===== src/rtl/core_pkg.sv =====
// rtl/core_pkg.sv - shared core widths and instruction queue entry type
package core_pkg;

    localparam int XLEN   = 32;
    localparam int INST_W = 32;
    localparam logic [XLEN-1:0] PC_STEP = 32'd4;

    typedef struct packed {
        logic [XLEN-1:0]   pc;
        logic [INST_W-1:0] inst;
    } ifq_entry_t;

endpackage


===== src/rtl/ifq_ram.sv =====
// rtl/ifq_ram.sv - instruction queue storage, two write and two async read ports, no data reset
module ifq_ram
    import core_pkg::*;
#(
    parameter int DEPTH = 8,
    parameter int AW    = $clog2(DEPTH)
) (
    input  logic       clk,
    input  logic       we0_i,
    input  logic [AW-1:0] waddr0_i,
    input  ifq_entry_t wdata0_i,
    input  logic       we1_i,
    input  logic [AW-1:0] waddr1_i,
    input  ifq_entry_t wdata1_i,
    input  logic [AW-1:0] raddr0_i,
    output ifq_entry_t rdata0_o,
    input  logic [AW-1:0] raddr1_i,
    output ifq_entry_t rdata1_o
);

    ifq_entry_t mem_q [DEPTH];

    // Port 1 is written after port 0 so it wins if the addresses ever alias.
    always_ff @(posedge clk) begin
        if (we0_i) mem_q[waddr0_i] <= wdata0_i;
        if (we1_i) mem_q[waddr1_i] <= wdata1_i;
    end

    assign rdata0_o = mem_q[raddr0_i];
    assign rdata1_o = mem_q[raddr1_i];

endmodule


===== src/rtl/ifetch_queue.sv =====
// rtl/ifetch_queue.sv - dual-issue fetch PC generator and instruction queue
// Define IFETCH_PERF_EN to build the miss/fetch performance counters.
module ifetch_queue
    import core_pkg::*;
#(
    parameter int          DEPTH    = 8,
    parameter logic [31:0] RESET_PC = 32'h0000_0000
) (
    input  logic        clk,
    input  logic        rst_n,
    output logic [31:0] pc0,
    output logic [31:0] pc1,
    input  logic        hit0,
    input  logic        hit1,
    input  logic [31:0] inst0,
    input  logic [31:0] inst1,
    input  logic        redirect_valid,
    input  logic [31:0] redirect_pc,
    input  logic [1:0]  deq_cnt,
    output logic [1:0]  out_valid,
    output logic [31:0] out_inst0,
    output logic [31:0] out_inst1,
    output logic [31:0] out_pc0,
    output logic [31:0] out_pc1,
    output logic        miss_stall,
    output logic [31:0] perf_miss_cycles,
    output logic [31:0] perf_fetched
);

    localparam int AW = $clog2(DEPTH);
    localparam int CW = AW + 1;
    localparam logic [CW-1:0] DEPTH_C = CW'(DEPTH);

    logic [XLEN-1:0] fetch_pc_q, fetch_pc_d;
    logic [AW-1:0]   rd_ptr_q, rd_ptr_d;
    logic [AW-1:0]   wr_ptr_q, wr_ptr_d;
    logic [CW-1:0]   count_q, count_d;

    logic [CW-1:0] free;
    logic [CW-1:0] enq_n;
    logic [CW-1:0] deq_req;
    logic [CW-1:0] pop;
    logic          enq0, enq1;
    ifq_entry_t    wdata0, wdata1, rdata0, rdata1;

    // Free space is judged on the pre-dequeue count; no same-cycle bypass.
    always_comb begin
        free    = DEPTH_C - count_q;
        enq0    = hit0 && (free != '0) && !redirect_valid;
        enq1    = enq0 && hit1 && (free >= CW'(2));
        enq_n   = enq1 ? CW'(2) : (enq0 ? CW'(1) : '0);
        deq_req = (deq_cnt == 2'd3) ? CW'(2) : CW'(deq_cnt);
        pop     = (deq_req > count_q) ? count_q : deq_req;
    end

    always_comb begin
        fetch_pc_d = fetch_pc_q;
        rd_ptr_d   = rd_ptr_q;
        wr_ptr_d   = wr_ptr_q;
        count_d    = count_q;
        if (redirect_valid) begin
            fetch_pc_d = redirect_pc & ~32'h3;
            rd_ptr_d   = '0;
            wr_ptr_d   = '0;
            count_d    = '0;
        end else begin
            fetch_pc_d = fetch_pc_q + (enq1 ? 32'd8 : (enq0 ? PC_STEP : 32'd0));
            rd_ptr_d   = rd_ptr_q + AW'(pop);
            wr_ptr_d   = wr_ptr_q + AW'(enq_n);
            count_d    = count_q + enq_n - pop;
        end
    end

    always_ff @(posedge clk or negedge rst_n) begin
        if (!rst_n) begin
            fetch_pc_q <= RESET_PC;
            rd_ptr_q   <= '0;
            wr_ptr_q   <= '0;
            count_q    <= '0;
        end else begin
            fetch_pc_q <= fetch_pc_d;
            rd_ptr_q   <= rd_ptr_d;
            wr_ptr_q   <= wr_ptr_d;
            count_q    <= count_d;
        end
    end

    assign pc0        = fetch_pc_q;
    assign pc1        = fetch_pc_q + PC_STEP;
    assign miss_stall = !hit0 && !redirect_valid;

    assign wdata0 = '{pc: fetch_pc_q, inst: inst0};
    assign wdata1 = '{pc: pc1, inst: inst1};

    ifq_ram #(
        .DEPTH (DEPTH),
        .AW    (AW)
    ) u_ram (
        .clk      (clk),
        .we0_i    (enq0),
        .waddr0_i (wr_ptr_q),
        .wdata0_i (wdata0),
        .we1_i    (enq1),
        .waddr1_i (wr_ptr_q + AW'(1)),
        .wdata1_i (wdata1),
        .raddr0_i (rd_ptr_q),
        .rdata0_o (rdata0),
        .raddr1_i (rd_ptr_q + AW'(1)),
        .rdata1_o (rdata1)
    );

    // Unwritten RAM slots hold garbage, so outputs are masked by occupancy.
    always_comb begin
        out_valid = {count_q >= CW'(2), count_q != '0};
        out_inst0 = out_valid[0] ? rdata0.inst : '0;
        out_pc0   = out_valid[0] ? rdata0.pc   : '0;
        out_inst1 = out_valid[1] ? rdata1.inst : '0;
        out_pc1   = out_valid[1] ? rdata1.pc   : '0;
    end

`ifdef IFETCH_PERF_EN
    logic [31:0] miss_cnt_q, fetched_q;
    logic [32:0] fetched_sum;

    assign fetched_sum = {1'b0, fetched_q} + 33'(enq_n);

    always_ff @(posedge clk or negedge rst_n) begin
        if (!rst_n) begin
            miss_cnt_q <= '0;
            fetched_q  <= '0;
        end else begin
            if (miss_stall && (miss_cnt_q != 32'hFFFF_FFFF)) miss_cnt_q <= miss_cnt_q + 32'd1;
            fetched_q <= fetched_sum[32] ? 32'hFFFF_FFFF : fetched_sum[31:0];
        end
    end

    assign perf_miss_cycles = miss_cnt_q;
    assign perf_fetched     = fetched_q;
`else
    assign perf_miss_cycles = 32'h0;
    assign perf_fetched     = 32'h0;
`endif

endmodule


===== config.mk =====
export PLATFORM = sky130hd
export DESIGN_NAME = ifetch_queue
export DESIGN_NICKNAME = d
export VERILOG_FILES = /design/src/rtl/core_pkg.sv /design/src/rtl/ifq_ram.sv /design/src/rtl/ifetch_queue.sv
export SDC_FILE = /design/constraint.sdc
export NUM_CORES = 1
export LEC_CHECK = 0
export BUFFER_PORTS_ARGS = -buffer_cell sky130_fd_sc_hd__buf_2
export CELL_PAD_IN_SITES_DETAIL_PLACEMENT = 1
export CELL_PAD_IN_SITES_GLOBAL_PLACEMENT = 1
export CORE_MARGIN = 8
export CORE_UTILIZATION = 55
export CTS_BUF_LIST = sky130_fd_sc_hd__clkbuf_4 sky130_fd_sc_hd__clkbuf_8 sky130_fd_sc_hd__clkbuf_16
export CTS_CLUSTER_SIZE = 14
export DETAILED_ROUTE_END_ITERATION = 10
export PLACE_DENSITY_LB_ADDON = 0.1
export SLEW_MARGIN = 40
export SYNTH_ARGS = -nofsm -noshare
export SYNTH_HDL_FRONTEND = slang
export SYNTH_HIERARCHICAL = 1
export SYNTH_SLANG_ARGS = --single-unit

===== constraint.sdc =====
create_clock -name clk -period 11.27 [get_ports clk]
set_input_delay 2.254 -clock clk [delete_from_list [all_inputs] [get_ports clk]]
set_output_delay 2.254 -clock clk [all_outputs]
set_load 0.02 [all_outputs]

After elaboration in Yosys (flattened, before gate mapping)
Memory sizes are Yosys's and may differ from the RTL's.
Cells that the tools add are included.
- flip-flop bits (word level): 42
- latch bits: 0
- memory bits (writable): 512
- bits in read-only memories: 0
- bits of input ports: 103
- output and inout port bits: 259
- word-level logic and storage cells: 45
- memories: 1
- memories (memory ; words ; width ; read ports ; clocked after memory_dff ; wr ports ; RTL line ; RTL):
    u_ram.mem_q ; 8 ; 64 ; 2 ; 0 ; 2 ; ifq_ram.sv:21 ; ifq_entry_t mem_q [DEPTH];
- add/sub/neg operators: 9
- multiply operators: 0
- div/mod/pow operators: 0
- magnitude comparators: 3
- equal/unequal tests: 1
- shift operators: 0
- mux-type cells: 18
- bitwise operators: 0
- reduce and logical (&&, ||, !) cells: 9
- operator list (cell ; number):
    $mux W32 ; 5
    $add A32 B3 Y32 const B ; 1
    $add A32 B4 Y32 ; 1
    $mux W4 ; 3
    $mux W3 ; 3
    $ge A4 B2 Y1 const B ; 2
    $reduce_bool A4 Y1 ; 2
    $add A3 B1 Y3 const B ; 2
    $logic_and A1 B1 Y1 ; 5
    $mux W1 ; 5
    $add A4 B2 Y4 ; 1
    $gt A2 B4 Y1 ; 1
    $mux W2 ; 2
    $sub A4 B4 Y4 ; 1
    $sub A4 B4 Y4 const A ; 1
    $add A3 B2 Y3 ; 1
    $add A3 B3 Y3 ; 1
    $eq A2 B2 Y1 const B ; 1
    $logic_not A1 Y1 ; 2

Depth between registers and ports, before layout
Gate-level depths: netlist of the first run.
- depth after elaboration: 10
- mapped depth: 13
- depth with buffers taken out: 13

Hierarchy
Netlist of the first run, hierarchy kept.
- modules (own cells, without submodules) (module ; instances ; cells an instance ; area an instance (µm²) ; seq. area each (µm²)):
    ifq_ram ; 1 ; 1557 ; 29309.4 ; 15374.7
    ifetch_queue ; 1 ; 583 ; 4501.8 ; 1001.0

Worst setup path after synthesis of the first run
No wires, ideal clock.
- kind: input to register
- start: input port redirect_valid
- end: memory u_ram/mem_q[5][0] in the netlist's numbering (enable)
- library setup time: 574 ps
- arrival: 7651 ps
- required time: 10696 ps
- slack: 3045 ps
- stages on the path: 4
- buffers on the path: 1
- cells stage by stage: clkbuf_1 -> a311oi_1 -> nand2b_1 -> o21ai_0
- RTL lines (item ; RTL line ; RTL):
    start: declaration ; ifetch_queue.sv:17 ; input logic redirect_valid,
    end: declaration ; ifq_ram.sv:21 ;

==> impl_metrics.csv, run 1 <==
group,metric,value,unit
critical_path,crit_chain,"buf_6, buf_6, buf_6, mux4_2, mux2_2, and2_1, buf_2",
layout,fillCellCount,5616,
worst_hold_path,holdPathEnd,"wr_ptr_q[2]$_DFF_PN0_",
layout,drive_gt1_share,55.8,%
floorplan,dieArea,69700,um^2
grt,grt_pass1_vias,23956,
clock_network,post_cts_resized,0,
timing,fin_tns_setup,0,ns
drt,avgRoutedWirePerCell,32.0,um
logic_synthesis,ys_ff_latch,552,
power,worst_ir_drop_vdd,0.000188,V
critical_path,cp_top_family,"buffers and inverters",
clock_network,cts_hold_buf,0,
logic_synthesis,synth_top_area_cell,"edfxtp_1",
floorplan,pin_count,362,
critical_path,slowest_stage,"buf_6",
timing,slew_headroom,41.1,%
critical_path,r2r_cells,10,
place,dp_hpwl,60600,um
grt,antenna_found_initial,5,
place,numPortBuffers,291,
logic_synthesis,synth-warning-count,6,
grt,grt_use_total,29.2,%
power,powerDensity,229,nW/um^2
power,p_total,0.00867,W
critical_path,r2r_end,"u_ram/mem_q[4][31]$_DFFE_PP_",
timing,setup_viol,0,
timing,hold_violations,0,
critical_path,critPathMaxStageDelay,0.69,ns
critical_path,critPathLaunchType,"register",
critical_path,crit_path_frequent_cell,"buf_6",
critical_path,cp.arrival,4.30,ns
power,pwr-share-seq,29.9,%
grt,overflow,0,
place,globalplace.congestion,0.792,
clock_network,clk_latency,0.63,ns
critical_path,cp_num_buf_inv,4,
clock_network,cts_inserted_buffers,60,
layout,syn_to_final_growth,12.2,%
logic_synthesis,yosys.area.top_type_share,45.5,%
run,maxCapViolCount,0,
power,power_leakage,13.2,nW
layout,nets,2533,
critical_path,cp_num_cells,7,
timing,fmax,153,MHz
timing,grt_setup_unrepaired,"false",
drt,vias,21199,
critical_path,reg2reg_from,"count_q[1]$_DFF_PN0_",
worst_hold_path,hold_start,"wr_ptr_q[2]$_DFF_PN0_",
floorplan,die_h,264,um
logic_synthesis,yosysMostFrequentCell,"mux2_2",
logic_synthesis,syn_area,33800,um^2
clock_network,clock-root-buffer,"clkbuf_16",
drt,drc,0,
timing,final.setup_skew,0.0184,ns
drt,avgViaCountPerCell,6.53,
drt,ant_nets,0,
drt,first_iter_violations,1783,
timing,max_slew.worst_pin.slew,0.884,ns
status,outcome,"completed",
timing,finalCriticalPeriod,6.55,ns
drt,wirelength,104000,um
floorplan,coreArea,61300,um^2
worst_hold_path,whs_path_depth,2,
logic_synthesis,syn_inst,2140,
floorplan,rows,91,
clock_network,post-cts-setup-buffers,0,
critical_path,worst_ep_required_time,9.02,ns
power,p_clk_share,22.6,%
critical_path,cp_max_fo,47,
power,power.switching,0.00332,W
logic_synthesis,async_reset_ff_share,7.25,%
layout,seqCellArea,16400,um^2
power,p_comb_share,47.5,%
clock_network,max-clock-path-buffers,3,
grt,grt_max_degree,129,
logic_synthesis,synth.top_cells.by_area,"edfxtp_1 45%, mux2_2 21%, mux4_2 17%",
logic_synthesis,synth-edff-count,512,
clock_network,htreeDepth,2,
logic_synthesis,ys.flop_type,"edfxtp_1",
floorplan,fp.dieW,264,um
floorplan,initial_core_util,55.2,%
clock_network,path_clk_slew,0.06,ns
power,p_int,0.00536,W
clock_network,cts.sinks,552,
timing,fin_crit_sh,58.1,%
logic_synthesis,synth_cell_types,56,
drt,drt_pass1_iterations,5,
critical_path,r2r_setup_slack,5.94,ns
grt,grt_first_pass_wirelength,154000,um
power,switching_share,38.2,%
logic_synthesis,syn_avg_cell_area,15.8,um^2
critical_path,setup.worst_path.end_class,"output pin",
layout,multi_input_area,16500,um^2
timing,maxSlewViolCount,0,
logic_synthesis,yosys-top-cells-count,"641 x mux2_2, 512 x edfxtp_1, 256 x mux4_2, 93 x buf_4, 71 x nor2b_1",
critical_path,path_class,"reg -> out",
clock_network,cts_tree,"yes",
logic_synthesis,ys_seq_area_share,48.4,%
worst_hold_path,hold_class,"reg -> reg",
[cell families (layout without fill, tap and decap cells)]
| logic type | Yosys count | count (layout) | synth area share (%) |
|---|---|---|---|
| compound gates | 59 | 59 | 1.12 |
| xor+xnor | 48 | 48 | 1.24 |
| fa+ha+maj | 22 | 22 | 0.925 |
| buf+inv | 256 | 470 | 4.59 |
| flops | 552 | 552 | 48.4 |
| mux | 898 | 898 | 38.4 |
| other cells | 1 | 103 | 0.0111 |
| simple gates | 304 | 304 | 5.24 |
[cells in the final DEF (no fill, tap or decap), drive strengths merged, types with 29 or more instances in the layout]
master  netlist  final
dfrtp        40     40
xnor2        29     29
mux2        641    641
nand2        48     48
conb          1    100
and2         65     65
buf         184    338
edfxtp      512    512
clkbuf       47     83
mux4        256    256
nor2b        71     71
nor2         37     37
[state kept, by name, indices dropped and copies added (netlist names)]
signal / cells
wr_ptr_q: 3
pc0: 30
count_q: 4
rd_ptr_q: 3
u_ram/mem_q: 512
[metrics by stage]
| stage | hold slack (ns) | worst slack, ns | util (%) | cells | cell area, um^2 |
|---|---|---|---|---|---|
| 5_1_grt | 0.797 | 4.45 | 61.9 | 3244 | 37900 |
| 6_report | 0.754 | 4.72 | 61.9 | 3246 | 37900 |
| 3_3_place_gp | 0.634 | 4.00 | 58.2 | 3126 | 35600 |
| 4_1_cts | 0.743 | 4.61 | 61.8 | 3242 | 37800 |
| 2_1_floorplan | 0.592 | 3.04 | - | 2239 | 34200 |
| 3_5_place_dp | 0.696 | 4.25 | 58.6 | 3135 | 35900 |
[worst reg2reg max path: stages, from the launching register on]
cell and delay, ns:
dfrtp_1 0.52, inv_1 0.14, ha_1 0.24, nor2b_1 0.17, a311oi_2 0.56, o211ai_1 0.44
inv_1 0.44, and4bb_4 0.83, o21bai_4 0.33, buf_4 0.51, buf_4 0.72
[power by group through the flow]
stage	combinational (W)	sequential [W]	clock [W]
CTS	0.00414	0.00259	0.00198
finish	0.00412	0.00260	0.00196
floorplan	0.00288	0.00257	0
global route	0.00435	0.00261	0.00205
global placement	0.00402	0.00261	0
detailed placement	0.00411	0.00263	0
[routing by layer]
metal,vias to the layer above,track usage [%],part of all wire (%)
met5,-,0,0.035
met4,8,9.51,2.9
met3,200,5.39,7.5
met2,915,50.4,51
met1,11179,37.2,39
li1,8897,-,-
[cell type report]
| type | instances | area share, % |
|---|---|---|
| well taps | 790 | 2.61 |
| flip-flops and latches | 552 | 43.2 |
| repair buffers | 338 | 5.35 |
| diodes | 3 | 0.0198 |
| clock inverters | 24 | 0.554 |
| multi-input cells | 1431 | 43.5 |
| inverters | 25 | 0.290 |
| clock buffers | 83 | 4.52 |
[worst max path at each step]
stage	from	end	slack, ns
floorplan	redirect_valid	u_ram/mem_q[5][0]$_DFFE_PP_	3.04
global placement	redirect_valid	u_ram/mem_q[1][37]$_DFFE_PP_	4.00
detailed placement	redirect_valid	u_ram/mem_q[4][37]$_DFFE_PP_	4.25
CTS	rd_ptr_q[0]$_DFF_PN0_	out_pc0[0]	4.61
global route	rd_ptr_q[0]$_DFF_PN0_	out_pc0[15]	4.45
finish	rd_ptr_q[0]$_DFF_PN0_	out_pc0[19]	4.72
No activity file was read; power rests on OpenSTA's default activity.
==> run 2, diff against run 1 <==
Settings changed: CORE_UTILIZATION 55 to 51.
Clock period 11.27 ns to 6.3 ns, I/O delays scaled along.
==> run 2 against run 1 <==
Compared with the run above: highest routed layer is now met4; clock skew rose by 0.0094 ns; critical endpoint is now pc1[27]; routed wire length up 1.7%; sequential cell count did not move; non-clock buffer count rose by 14; sequential share of layout area is 0.30 points lower; sequential power is 80% higher; worst hold slack worse by 0.11 ns; critical path depth down 2; setup slack lost 3.6 ns.
==> impl_metrics.csv, run 2 (same netlist as run 1, synthesis figures left out) <==
group,metric,value,unit
status,outcome,"completed",
grt,grtUsageMet2,49.0,%
layout,largest_register,"u_ram/mem_q",
layout,layoutNonFillerInstCount,3344,
drt,avgViaCountPerCell,6.35,
timing,fin_crit_sh,82.0,%
grt,grt_pass1_vias,23597,
floorplan,coreArea,65700,um^2
layout,drive_gt1_share,55.8,%
grt,grt_use_total,27.6,%
run,maxCapViolCount,0,
place,globalplace.congestion,0.777,
timing,slew_headroom,40.2,%
critical_path,worst_ep_required_time,5.04,ns
floorplan,rows,94,
clock_network,cts_hold_buf,0,
power,powerDensity,410,nW/um^2
timing,finalCriticalPeriod,5.17,ns
place,dp_hpwl,63100,um
clock_network,clk_latency,0.64,ns
timing,fin_tns_setup,0,ns
floorplan,dieArea,74800,um^2
grt,gr-max-usage-layer,"met2",
floorplan,die_h,273,um
grt,grt_first_pass_wirelength,154000,um
place,numPortBuffers,291,
floorplan,initial_core_util,51.4,%
place,pre_cts_ws,1.41,ns
clock_network,htreeDepth,2,
grt,globalRouteMet3Util,4.20,%
critical_path,setup.worst_path.end_class,"output pin",
floorplan,fp.dieW,273,um
drt,wirelength,105000,um
clock_network,cts_tree,"yes",
power,power_leakage,13.3,nW
timing,worst_slack,1.13,ns
power,p_total,0.0157,W
grt,use_met1,34.6,%
drt,drc,0,
worst_hold_path,hold_class,"in -> async",
layout,syn_to_final_growth,13.0,%
timing,fmax,193,MHz
drt,first_iter_violations,1717,
layout,fillCellCount,6167,
critical_path,crit_chain,"nand3_1, or3_1, nor3_1, xor2_1, buf_2",
critical_path,critPathMaxStageDelay,0.82,ns
timing,final.setup_skew,0.0278,ns
critical_path,critPathLaunchType,"register",
timing,max_slew.worst_pin.slew,0.897,ns
drt,vias,21236,
critical_path,path_class,"reg -> out",
floorplan,pin_count,362,
place,dp.cells,3223,
grt,overflow,0,
timing,setup_viol,0,
grt,grt_max_degree,65,
clock_network,path_clk_slew,0.06,ns
clock_network,post-cts-setup-buffers,0,
timing,holdWs,0.641,ns
timing,hold_violations,0,
clock_network,clock-root-buffer,"clkbuf_16",
layout,largest_reg_flops,512,
critical_path,cp_top_family,"simple AND/OR/NAND/NOR gates",
layout,nets,2548,
timing,maxSlewViolCount,0,
clock_network,cts_inserted_buffers,61,
clock_network,max-clock-path-buffers,3,
critical_path,cp.arrival,3.91,ns
drt,drt_pass1_iterations,5,
critical_path,slowest_stage,"dfrtp_1",
timing,grt_setup_unrepaired,"false",
drt,avgRoutedWirePerCell,31.5,um
drt,ant_nets,0,
clock_network,post_cts_resized,0,
layout,final_cell_mix,"641 x mux2_2, 512 x edfxtp_1, 290 x buf_2, 256 x mux4_2, 100 x conb_1",
grt,antenna_found_initial,8,
layout,final_common_cell,"mux2_2",
power,worst_ir_drop_vdd,0.000255,V
critical_path,cp_num_buf_inv,1,
clock_network,cts.sinks,552,
critical_path,cp_max_fo,19,
run 2: worst paths after layout:
check,cells after the start,slack [ns],endpoint,start
min in group clk,2,0.69,wr_ptr_q[2]$_DFF_PN0_,wr_ptr_q[2]$_DFF_PN0_
setup reg to reg,10,1.59,u_ram/mem_q[3][15]$_DFFE_PP_,count_q[1]$_DFF_PN0_
hold reg to reg,2,0.69,wr_ptr_q[2]$_DFF_PN0_,wr_ptr_q[2]$_DFF_PN0_
hold / removal,1,0.64,pc0[30]$_DFF_PN0_,rst_n
max in group asynchronous,1,5.17,rd_ptr_q[0]$_DFF_PN0_,rst_n
setup / recovery,5,1.13,pc1[27],pc0[4]$_DFF_PN0_
run 2: report_power, final:
part	switching [W]	internal [W]	total [W]
combinational	0.00419	0.00329	0.00748
clock	0.00149	0.00200	0.00348
sequential	0.000336	0.00436	0.00469
run 2: worst register-to-register path, stage by stage (launching register included):
cell and delay, ns:
dfrtp_1 0.51, inv_1 0.17, ha_1 0.22, nor2b_1 0.20
o21ai_0 0.13, o211ai_1 0.66, inv_1 0.49, nand4b_1 0.34
buf_4 0.52, buf_4 0.76, mux2_2 0.45
run 2: layout make-up:
type | count | area, um^2 | share of cell area [%]
timing repair buffer | 352 | 2240 | 5.88
sequential | 552 | 16400 | 42.9
tap | 864 | 1080 | 2.83
clock inverter | 29 | 211 | 0.553
antenna | 8 | 20.0 | 0.0524
inverter | 25 | 101 | 0.265
multi-input combinational | 1431 | 16500 | 43.1
clock buffer | 83 | 1700 | 4.44
run 2: metal layers:
metal	up-vias	part of all wire (%)
met5	-	0
met4	0	2.9
met3	191	6.2
met2	829	52
met1	11278	39
li1	8938	-
run 2: metrics by stage:
step                utilization, %  instance area, um^2
global route                  58.1                38200
CTS                           58.0                38100
detailed placement            55.1                36200
floorplan                        -                34200
finish                        58.1                38200
global placement              54.7                36000
